[src/rtl/master_0_st_channel_arbiter_if.sv]
// Avalon-ST bundle for master_0_st_channel_arbiter: NUM_IN input streams plus one channelized output.
// The arbiter uses the master modport; sources and the downstream sink drive the slave side.
interface master_0_st_channel_arbiter_if #(
  parameter int NUM_IN = 4,
  parameter int DATA_W = 8,
  parameter int CHAN_W = 8
) ();
  logic [NUM_IN-1:0]        in_valid;
  logic [NUM_IN-1:0]        in_ready;
  logic [NUM_IN*DATA_W-1:0] in_data;
  logic [NUM_IN-1:0]        in_startofpacket;
  logic [NUM_IN-1:0]        in_endofpacket;
  logic                     out_valid;
  logic                     out_ready;
  logic [DATA_W-1:0]        out_data;
  logic                     out_startofpacket;
  logic                     out_endofpacket;
  logic [CHAN_W-1:0]        out_channel;

  modport master (
    input  in_valid, in_data, in_startofpacket, in_endofpacket, out_ready,
    output in_ready, out_valid, out_data, out_startofpacket, out_endofpacket, out_channel
  );

  modport slave (
    output in_valid, in_data, in_startofpacket, in_endofpacket, out_ready,
    input  in_ready, out_valid, out_data, out_startofpacket, out_endofpacket, out_channel
  );
endinterface

[src/rtl/master_0_st_channel_arbiter.sv]
// Packet-level round-robin merge of NUM_IN Avalon-ST byte streams onto one channelized stream.
// Optional idle-grant watchdog is built when ST_ARB_WATCHDOG_EN is defined.
module master_0_st_channel_arbiter #(
  parameter int NUM_IN  = 4,
  parameter int DATA_W  = 8,
  parameter int CHAN_W  = 8,
  parameter int TIMEOUT = 255
) (
  input  logic                           clk,
  input  logic                           reset_n,
  master_0_st_channel_arbiter_if.master  bus,
  output logic                           drop_err,
  output logic                           timeout_err
);
  localparam int IDX_W = $clog2(NUM_IN);

  typedef enum logic {IDLE, BUSY} state_t;

  state_t             state_q, state_d;
  logic [IDX_W-1:0]   grant_q, grant_d;
  logic [IDX_W-1:0]   rr_ptr_q, rr_ptr_d;
  logic [NUM_IN-1:0]  req, drop, ready;
  logic               accept, release_pkt, timeout_hit;
  logic               sel_valid, sel_sop, sel_eop;
  logic [DATA_W-1:0]  sel_data;
  logic               drop_err_q, timeout_err_q;
  logic               vld_p1, sop_p1, eop_p1;
  logic [DATA_W-1:0]  data_p1;
  logic [CHAN_W-1:0]  chan_p1;

  function automatic logic [IDX_W-1:0] rr_pick(input logic [NUM_IN-1:0] r,
                                               input logic [IDX_W-1:0]  ptr);
    logic [IDX_W-1:0] pick;
    logic             found;
    int               idx;
    pick  = ptr;
    found = 1'b0;
    for (int k = 0; k < NUM_IN; k++) begin
      idx = (int'(ptr) + k) % NUM_IN;
      if (!found && r[idx]) begin
        pick  = IDX_W'(idx);
        found = 1'b1;
      end
    end
    return pick;
  endfunction

  function automatic logic [IDX_W-1:0] rr_next(input logic [IDX_W-1:0] g);
    return (int'(g) == NUM_IN - 1) ? '0 : g + IDX_W'(1);
  endfunction

  always_comb begin
    sel_valid = 1'b0;
    sel_sop   = 1'b0;
    sel_eop   = 1'b0;
    sel_data  = '0;
    for (int i = 0; i < NUM_IN; i++) begin
      if (grant_q == IDX_W'(i)) begin
        sel_valid = bus.in_valid[i];
        sel_sop   = bus.in_startofpacket[i];
        sel_eop   = bus.in_endofpacket[i];
        sel_data  = bus.in_data[i*DATA_W +: DATA_W];
      end
    end
  end

  always_comb begin
    state_d     = state_q;
    grant_d     = grant_q;
    rr_ptr_d    = rr_ptr_q;
    req         = bus.in_valid & bus.in_startofpacket;
    drop        = '0;
    ready       = '0;
    accept      = 1'b0;
    release_pkt = 1'b0;
    if (state_q == IDLE) begin
      // Non-SOP beats are swallowed here; SOP beats wait for the grant.
      drop  = bus.in_valid & ~bus.in_startofpacket;
      ready = drop;
      if (|req) begin
        state_d = BUSY;
        grant_d = rr_pick(req, rr_ptr_q);
      end
    end else begin
      for (int i = 0; i < NUM_IN; i++) begin
        if (grant_q == IDX_W'(i)) ready[i] = bus.out_ready | ~vld_p1;
      end
      accept      = sel_valid & (bus.out_ready | ~vld_p1);
      release_pkt = (accept & sel_eop) | timeout_hit;
      if (release_pkt) begin
        state_d  = IDLE;
        rr_ptr_d = rr_next(grant_q);
      end
    end
  end

`ifdef ST_ARB_WATCHDOG_EN
  logic [15:0] wd_cnt_q;

  assign timeout_hit = (state_q == BUSY) && !sel_valid && (wd_cnt_q == 16'(TIMEOUT - 1));

  always_ff @(posedge clk or negedge reset_n) begin
    if (!reset_n) begin
      wd_cnt_q <= '0;
    end else if (state_q != BUSY || accept || timeout_hit) begin
      wd_cnt_q <= '0;
    end else if (!sel_valid) begin
      wd_cnt_q <= wd_cnt_q + 16'd1;
    end
  end
`else
  logic [15:0] unused_timeout;
  assign unused_timeout = 16'(TIMEOUT);
  assign timeout_hit    = 1'b0;
`endif

  always_ff @(posedge clk or negedge reset_n) begin
    if (!reset_n) begin
      state_q       <= IDLE;
      grant_q       <= '0;
      rr_ptr_q      <= '0;
      drop_err_q    <= 1'b0;
      timeout_err_q <= 1'b0;
    end else begin
      state_q       <= state_d;
      grant_q       <= grant_d;
      rr_ptr_q      <= rr_ptr_d;
      drop_err_q    <= |drop;
      timeout_err_q <= timeout_hit;
    end
  end

  // Stage p1: output register, holds while stalled downstream
  always_ff @(posedge clk or negedge reset_n) begin
    if (!reset_n) begin
      vld_p1  <= 1'b0;
      data_p1 <= '0;
      sop_p1  <= 1'b0;
      eop_p1  <= 1'b0;
      chan_p1 <= '0;
    end else if (accept) begin
      vld_p1  <= 1'b1;
      data_p1 <= sel_data;
      sop_p1  <= sel_sop;
      eop_p1  <= sel_eop;
      chan_p1 <= CHAN_W'(grant_q);
    end else if (bus.out_ready) begin
      vld_p1  <= 1'b0;
    end
  end

  assign bus.in_ready          = reset_n ? ready : '0;
  assign bus.out_valid         = vld_p1;
  assign bus.out_data          = data_p1;
  assign bus.out_startofpacket = sop_p1;
  assign bus.out_endofpacket   = eop_p1;
  assign bus.out_channel       = chan_p1;
  assign drop_err              = drop_err_q;
  assign timeout_err           = timeout_err_q;
endmodule

[src/flat_wrapper.sv]
// flat-port wrapper written by rule: the top's interface ports become plain ports
module master_0_st_channel_arbiter_flat 
#(
  parameter int NUM_IN  = 4,
  parameter int DATA_W  = 8,
  parameter int CHAN_W  = 8,
  parameter int TIMEOUT = 255
)
  (clk, reset_n, drop_err, timeout_err, bus_in_valid, bus_in_data, bus_in_startofpacket, bus_in_endofpacket, bus_out_ready, bus_in_ready, bus_out_valid, bus_out_data, bus_out_startofpacket, bus_out_endofpacket, bus_out_channel);
  master_0_st_channel_arbiter_if #(.NUM_IN(NUM_IN), .DATA_W(DATA_W), .CHAN_W(CHAN_W)) bus_i ();
  input  logic clk;
  input  logic reset_n;
  output logic drop_err;
  output logic timeout_err;
  input wire logic [$bits(bus_i.in_valid)-1:0] bus_in_valid;
  input wire logic [$bits(bus_i.in_data)-1:0] bus_in_data;
  input wire logic [$bits(bus_i.in_startofpacket)-1:0] bus_in_startofpacket;
  input wire logic [$bits(bus_i.in_endofpacket)-1:0] bus_in_endofpacket;
  input wire logic [$bits(bus_i.out_ready)-1:0] bus_out_ready;
  output wire logic [$bits(bus_i.in_ready)-1:0] bus_in_ready;
  output wire logic [$bits(bus_i.out_valid)-1:0] bus_out_valid;
  output wire logic [$bits(bus_i.out_data)-1:0] bus_out_data;
  output wire logic [$bits(bus_i.out_startofpacket)-1:0] bus_out_startofpacket;
  output wire logic [$bits(bus_i.out_endofpacket)-1:0] bus_out_endofpacket;
  output wire logic [$bits(bus_i.out_channel)-1:0] bus_out_channel;
  assign bus_i.in_valid = bus_in_valid;
  assign bus_i.in_data = bus_in_data;
  assign bus_i.in_startofpacket = bus_in_startofpacket;
  assign bus_i.in_endofpacket = bus_in_endofpacket;
  assign bus_i.out_ready = bus_out_ready;
  assign bus_in_ready = bus_i.in_ready;
  assign bus_out_valid = bus_i.out_valid;
  assign bus_out_data = bus_i.out_data;
  assign bus_out_startofpacket = bus_i.out_startofpacket;
  assign bus_out_endofpacket = bus_i.out_endofpacket;
  assign bus_out_channel = bus_i.out_channel;
  master_0_st_channel_arbiter #(.NUM_IN(NUM_IN), .DATA_W(DATA_W), .CHAN_W(CHAN_W), .TIMEOUT(TIMEOUT)) u_core (.clk(clk), .reset_n(reset_n), .bus(bus_i), .drop_err(drop_err), .timeout_err(timeout_err));
endmodule
[config.mk]
export PLATFORM = sky130hd
export DESIGN_NAME = master_0_st_channel_arbiter_flat
export DESIGN_NICKNAME = d
export VERILOG_FILES = /design/src/rtl/master_0_st_channel_arbiter_if.sv /design/src/rtl/master_0_st_channel_arbiter.sv /design/src/flat_wrapper.sv
export SDC_FILE = /design/constraint.sdc
export NUM_CORES = 1
export LEC_CHECK = 0
export ABC_CLOCK_PERIOD_IN_PS = 3000
export CAP_MARGIN = 20
export CORE_MARGIN = 3
export CORE_UTILIZATION = 41
export CTS_CLUSTER_SIZE = 14
export DETAILED_ROUTE_END_ITERATION = 10
export PLACE_DENSITY = 0.82
export RECOVER_POWER = 50
export REMOVE_ABC_BUFFERS = 1
export SLEW_MARGIN = 40
export SYNTH_ARGS = -nofsm -noshare
export SYNTH_HDL_FRONTEND = slang
export SYNTH_SLANG_ARGS = --single-unit
[constraint.sdc]
create_clock -name clk -period 3 [get_ports clk]
set_clock_uncertainty 0.2 [all_clocks]
set_input_delay 0.6 -clock clk [delete_from_list [all_inputs] [get_ports clk]]
set_output_delay 0.6 -clock clk [all_outputs]
set_load 0.02 [all_outputs]
==> impl_summary.log <==
INFO  metric place_congestion = 0.835
INFO  metric timing_max_transition_violations_final = 0
INFO  metric antenna_found_initial = 0
INFO  metric core.rowCount = 21
INFO  metric globalRoute.totalOverflow = 0
INFO  metric detailroute.wirelength.met2 = 2010 µm
INFO  metric tritoncts = built
INFO  metric holdCritPathClass = reg -> reg
INFO  metric per_instance_average_area_after_synthesis = 9.32 µm²
INFO  metric grt_start_max_net_pins = 23
INFO  metric clock_path_buffers = 2
INFO  metric pwr_density_cell = 907 nW/µm²
INFO  metric regToRegStartpoint = u_core.grant_q[0]
INFO  metric cts.root.buffer_cell = sky130_fd_sc_hd__clkbuf_8
INFO  metric worstHoldStart = u_core.bus.out_channel[1]
INFO  metric clkSlewWorstSetupHoldPaths = 0.07 ns
INFO  metric worst-endpoint-required = 2.20 ns
INFO  metric clkLatencyLatePin = 0.26 ns
INFO  metric achievable-frequency = 385 MHz
INFO  metric numPortBuffers = 64
INFO  metric crit_path_max_incr_delay = 0.59 ns
INFO  metric yosys-top-cells-area = sky130_fd_sc_hd__dfrtp_1 31%, sky130_fd_sc_hd__mux2_4 7.9%, sky130_fd_sc_hd__nor2b_1 5.8%, sky130_fd_sc_hd__a221oi_1 4.6%, sky130_fd_sc_hd__buf_4 4.4%
INFO  metric route.detailed.drc = 0
INFO  metric area_delta_synth_final = 49.8%
INFO  metric dp_worst_setup_slack = 0.0168 ns
INFO  metric worst_setup_path_start_kind = input pin
INFO  metric final.setup.worst_slack = 0.400 ns
INFO  metric worst-path-max-fanout = 4
INFO  metric dominantRegCellSynth = sky130_fd_sc_hd__dfrtp_1
INFO  metric wl_per_cell = 14.6 µm
INFO  metric post_synth_inst_count = 163
INFO  metric run_status = completed
INFO  metric critical_path_class = in -> out
INFO  metric cts_max_level = 1
INFO  metric netlist.area_leader.share = 0.313
INFO  metric finalCritPeriodShare = 0.867
INFO  metric synth_mux_area_frac = 0.116
INFO  metric antenna_violating_nets_post_route = 0
INFO  metric yosys.area.top_type = sky130_fd_sc_hd__dfrtp_1
INFO  metric hold_bufs_inserted_after_cts = 0
INFO  metric critPathTopFamily = buffers and inverters
INFO  metric detailedRoute.firstIterationViolations = 73
INFO  metric async_reset_ff_frac = 1.00
INFO  metric io_pins = 72
INFO  metric tightest_pin_transition = 0.946 ns
INFO  metric synthAdderAreaFrac = 0.0329
INFO  metric antenna_fix_cells = 0
INFO  metric timing_hold_violations_final = 0
INFO  metric crit_arrival = 1.80 ns
INFO  metric drt_wl_total = 4060 µm
INFO  metric finalSetupViolations = 0
INFO  metric wire_length_of_the_first_global_routing_pass = 6390 µm
INFO  metric post_synth_num_cell_types = 44
INFO  metric post_synth_most_frequent_cells = 19 x sky130_fd_sc_hd__dfrtp_1, 15 x sky130_fd_sc_hd__nand2_1, 14 x sky130_fd_sc_hd__nor2b_1, 10 x sky130_fd_sc_hd__a21oi_1, 9 x sky130_fd_sc_hd__buf_4
INFO  metric cp_slowest_cell = sky130_fd_sc_hd__dlygate4sd3_1
INFO  metric max-vdd-ir-drop = 0.478 mV
INFO  metric finish.utilization = 0.661
INFO  metric setup_total_negative_slack = 0 ns
INFO  metric synth_compound_area_frac = 0.264
INFO  metric slew_headroom = 0.370
INFO  metric yosys.cell_count.top_type = sky130_fd_sc_hd__dfrtp_1
INFO  metric synthesis.yosys.warnings = 0
INFO  metric cap_viol_max_count = 0
INFO  metric crit_chain = dlygate4sd3_1 > nand2b_1 > nor2_1 > a21oi_1 > nor2b_1 > dlymetal6s2s_1
INFO  metric critPathBufInv = 2
INFO  metric top_layer_used = met4
INFO  metric timing.reg2reg.setup_slack = 0.49 ns
INFO  metric dr.pass1.iters = 4
INFO  metric timing.critical_path.from = bus_in_valid[3]
INFO  metric netlist_area = 1520 µm²
INFO  metric final_layout_size_suffix_gt1_frac = 0.129
INFO  metric synth_enable_flop_cells = 0
INFO  metric dr_wl_met3 = 254 µm
INFO  metric die_outline_height = 66.9 µm
INFO  metric yosysSeqAreaShare = 0.313
INFO  metric synth_top_family_by_area = compound AO/OA/AOI/OAI gates
INFO  metric route.vias.total = 1,472
INFO  metric cts_buffers = 3
INFO  metric die_w = 66.9 µm
INFO  metric worst_hold_slack = 0.293 ns
INFO  metric yosys.area_share.xor_xnor = 0
INFO  metric area_of_the_core_region = 3440 µm²
INFO  metric ys_ff_latch = 19
INFO  metric first_global_vias = 1,348
INFO  metric hpwlAfterDp = 3190 µm
INFO  metric number_of_clock_sinks = 19
INFO  metric timing.final.crit_period = 2.60 ns
INFO  metric worstSetupEndpointType = output port
INFO  metric detail_route.vias_per_cell = 5.29
INFO  metric fin_nets = 284
INFO  metric yosys.area_share.simple = 0.181
INFO  metric design.die.area = 4470 µm²
INFO  metric rsz_0062_raised_after_global_routing = no
INFO  metric power.leakage = 1.02 nW
INFO  metric initial_core_utilization = 0.441
INFO  metric total_grt_usage = 0.188
INFO  metric wl_met1 = 1740 µm
-- placed cells by master, fill, tap and decap left out, types with 5 or more instances in the layout --
cell | netlist | final
sky130_fd_sc_hd__a21oi_1 | 10 | 10
sky130_fd_sc_hd__a221oi_1 | 8 | 8
sky130_fd_sc_hd__buf_4 | 9 | 12
sky130_fd_sc_hd__clkdlybuf4s50_1 | 0 | 50
sky130_fd_sc_hd__conb_1 | 1 | 7
sky130_fd_sc_hd__dfrtp_1 | 19 | 19
sky130_fd_sc_hd__dlygate4sd3_1 | 0 | 10
sky130_fd_sc_hd__inv_1 | 6 | 6
sky130_fd_sc_hd__mux2_4 | 8 | 8
sky130_fd_sc_hd__nand2_1 | 15 | 15
sky130_fd_sc_hd__nand2b_1 | 5 | 5
sky130_fd_sc_hd__nor2_1 | 7 | 7
sky130_fd_sc_hd__nor2b_1 | 14 | 14
sky130_fd_sc_hd__o31ai_1 | 8 | 8
-- final timing paths --
path,cells after the start,end
setup / recovery,6,bus_in_ready[3]
hold / removal,1,u_core.bus.out_channel[1]
setup reg to reg,7,u_core.bus.out_data[6]
hold reg to reg,1,u_core.bus.out_channel[1]
max in group asynchronous,2,u_core.bus.out_data[7]
min in group asynchronous,1,u_core.bus.out_valid
-- final cells by class --
type                    instances  area, µm²
multi-input cells             126        928
inverters                       6       22.5
clock inverters                 1       5.00
well taps                      46       57.6
repair buffers                 77        744
flip-flops and latches         19        475
clock buffers                   3       41.3
fillers                       295       1170
-- flip-flops by register name (all words and copies together), names as in the netlist, 2 cells and up --
signal                  cells
u_core.bus.out_channel      2
u_core.bus.out_data         8
u_core.grant_q              2
u_core.rr_ptr_q             2
-- timing repair --
item,CTS,global route
endpoints found under the setup margin,0,4
resized for setup,0,4
buffers inserted,0,0
-- worst register-to-register path, stage by stage, from the launching register on --
cell and delay [ns]:
sky130_fd_sc_hd__dfrtp_1 0.46, sky130_fd_sc_hd__inv_1 0.11, sky130_fd_sc_hd__ha_1 0.17, sky130_fd_sc_hd__buf_4 0.26, sky130_fd_sc_hd__a21oi_2 0.08, sky130_fd_sc_hd__a221oi_4 0.33
sky130_fd_sc_hd__o21a_2 0.41, sky130_fd_sc_hd__mux2_2 0.38
-- power breakdown --
| part | switching (mW) | internal [mW] |
|---|---|---|
| Clock | 0.0898 | 0.0925 |
| Sequential | 0.0969 | 0.379 |
| Combinational | 0.687 | 0.717 |
-- stage by stage --
stage	power, mW	instance area [µm²]	instances
finish	2.06	2270	278
global placement	1.89	2220	274
detailed placement	1.91	2220	274
CTS	2.10	2270	278
global route	2.22	2270	278
floorplan	1.41	1430	151
-- routing by layer --
| layer | GRT usage | vias up |
|---|---|---|
| met5 | 0 | - |
| met3 | 0.0202 | 4 |
| met4 | 0.0709 | 0 |
| met2 | 0.306 | 51 |
| met1 | 0.254 | 693 |
| li1 | - | 724 |
-- cells by family (layout without fill, tap and decap cells) --
group                      Yosys count  count (layout)
and+or+nand+nor                     50              50
muxes                               13              13
DFF                                 19              19
buffers and inverters               24              87
adders and majority gates            4               4
other                                1               7
AOI/OAI and AO/OA                   52              52
Note: power is estimated with default switching activity, not from simulation.
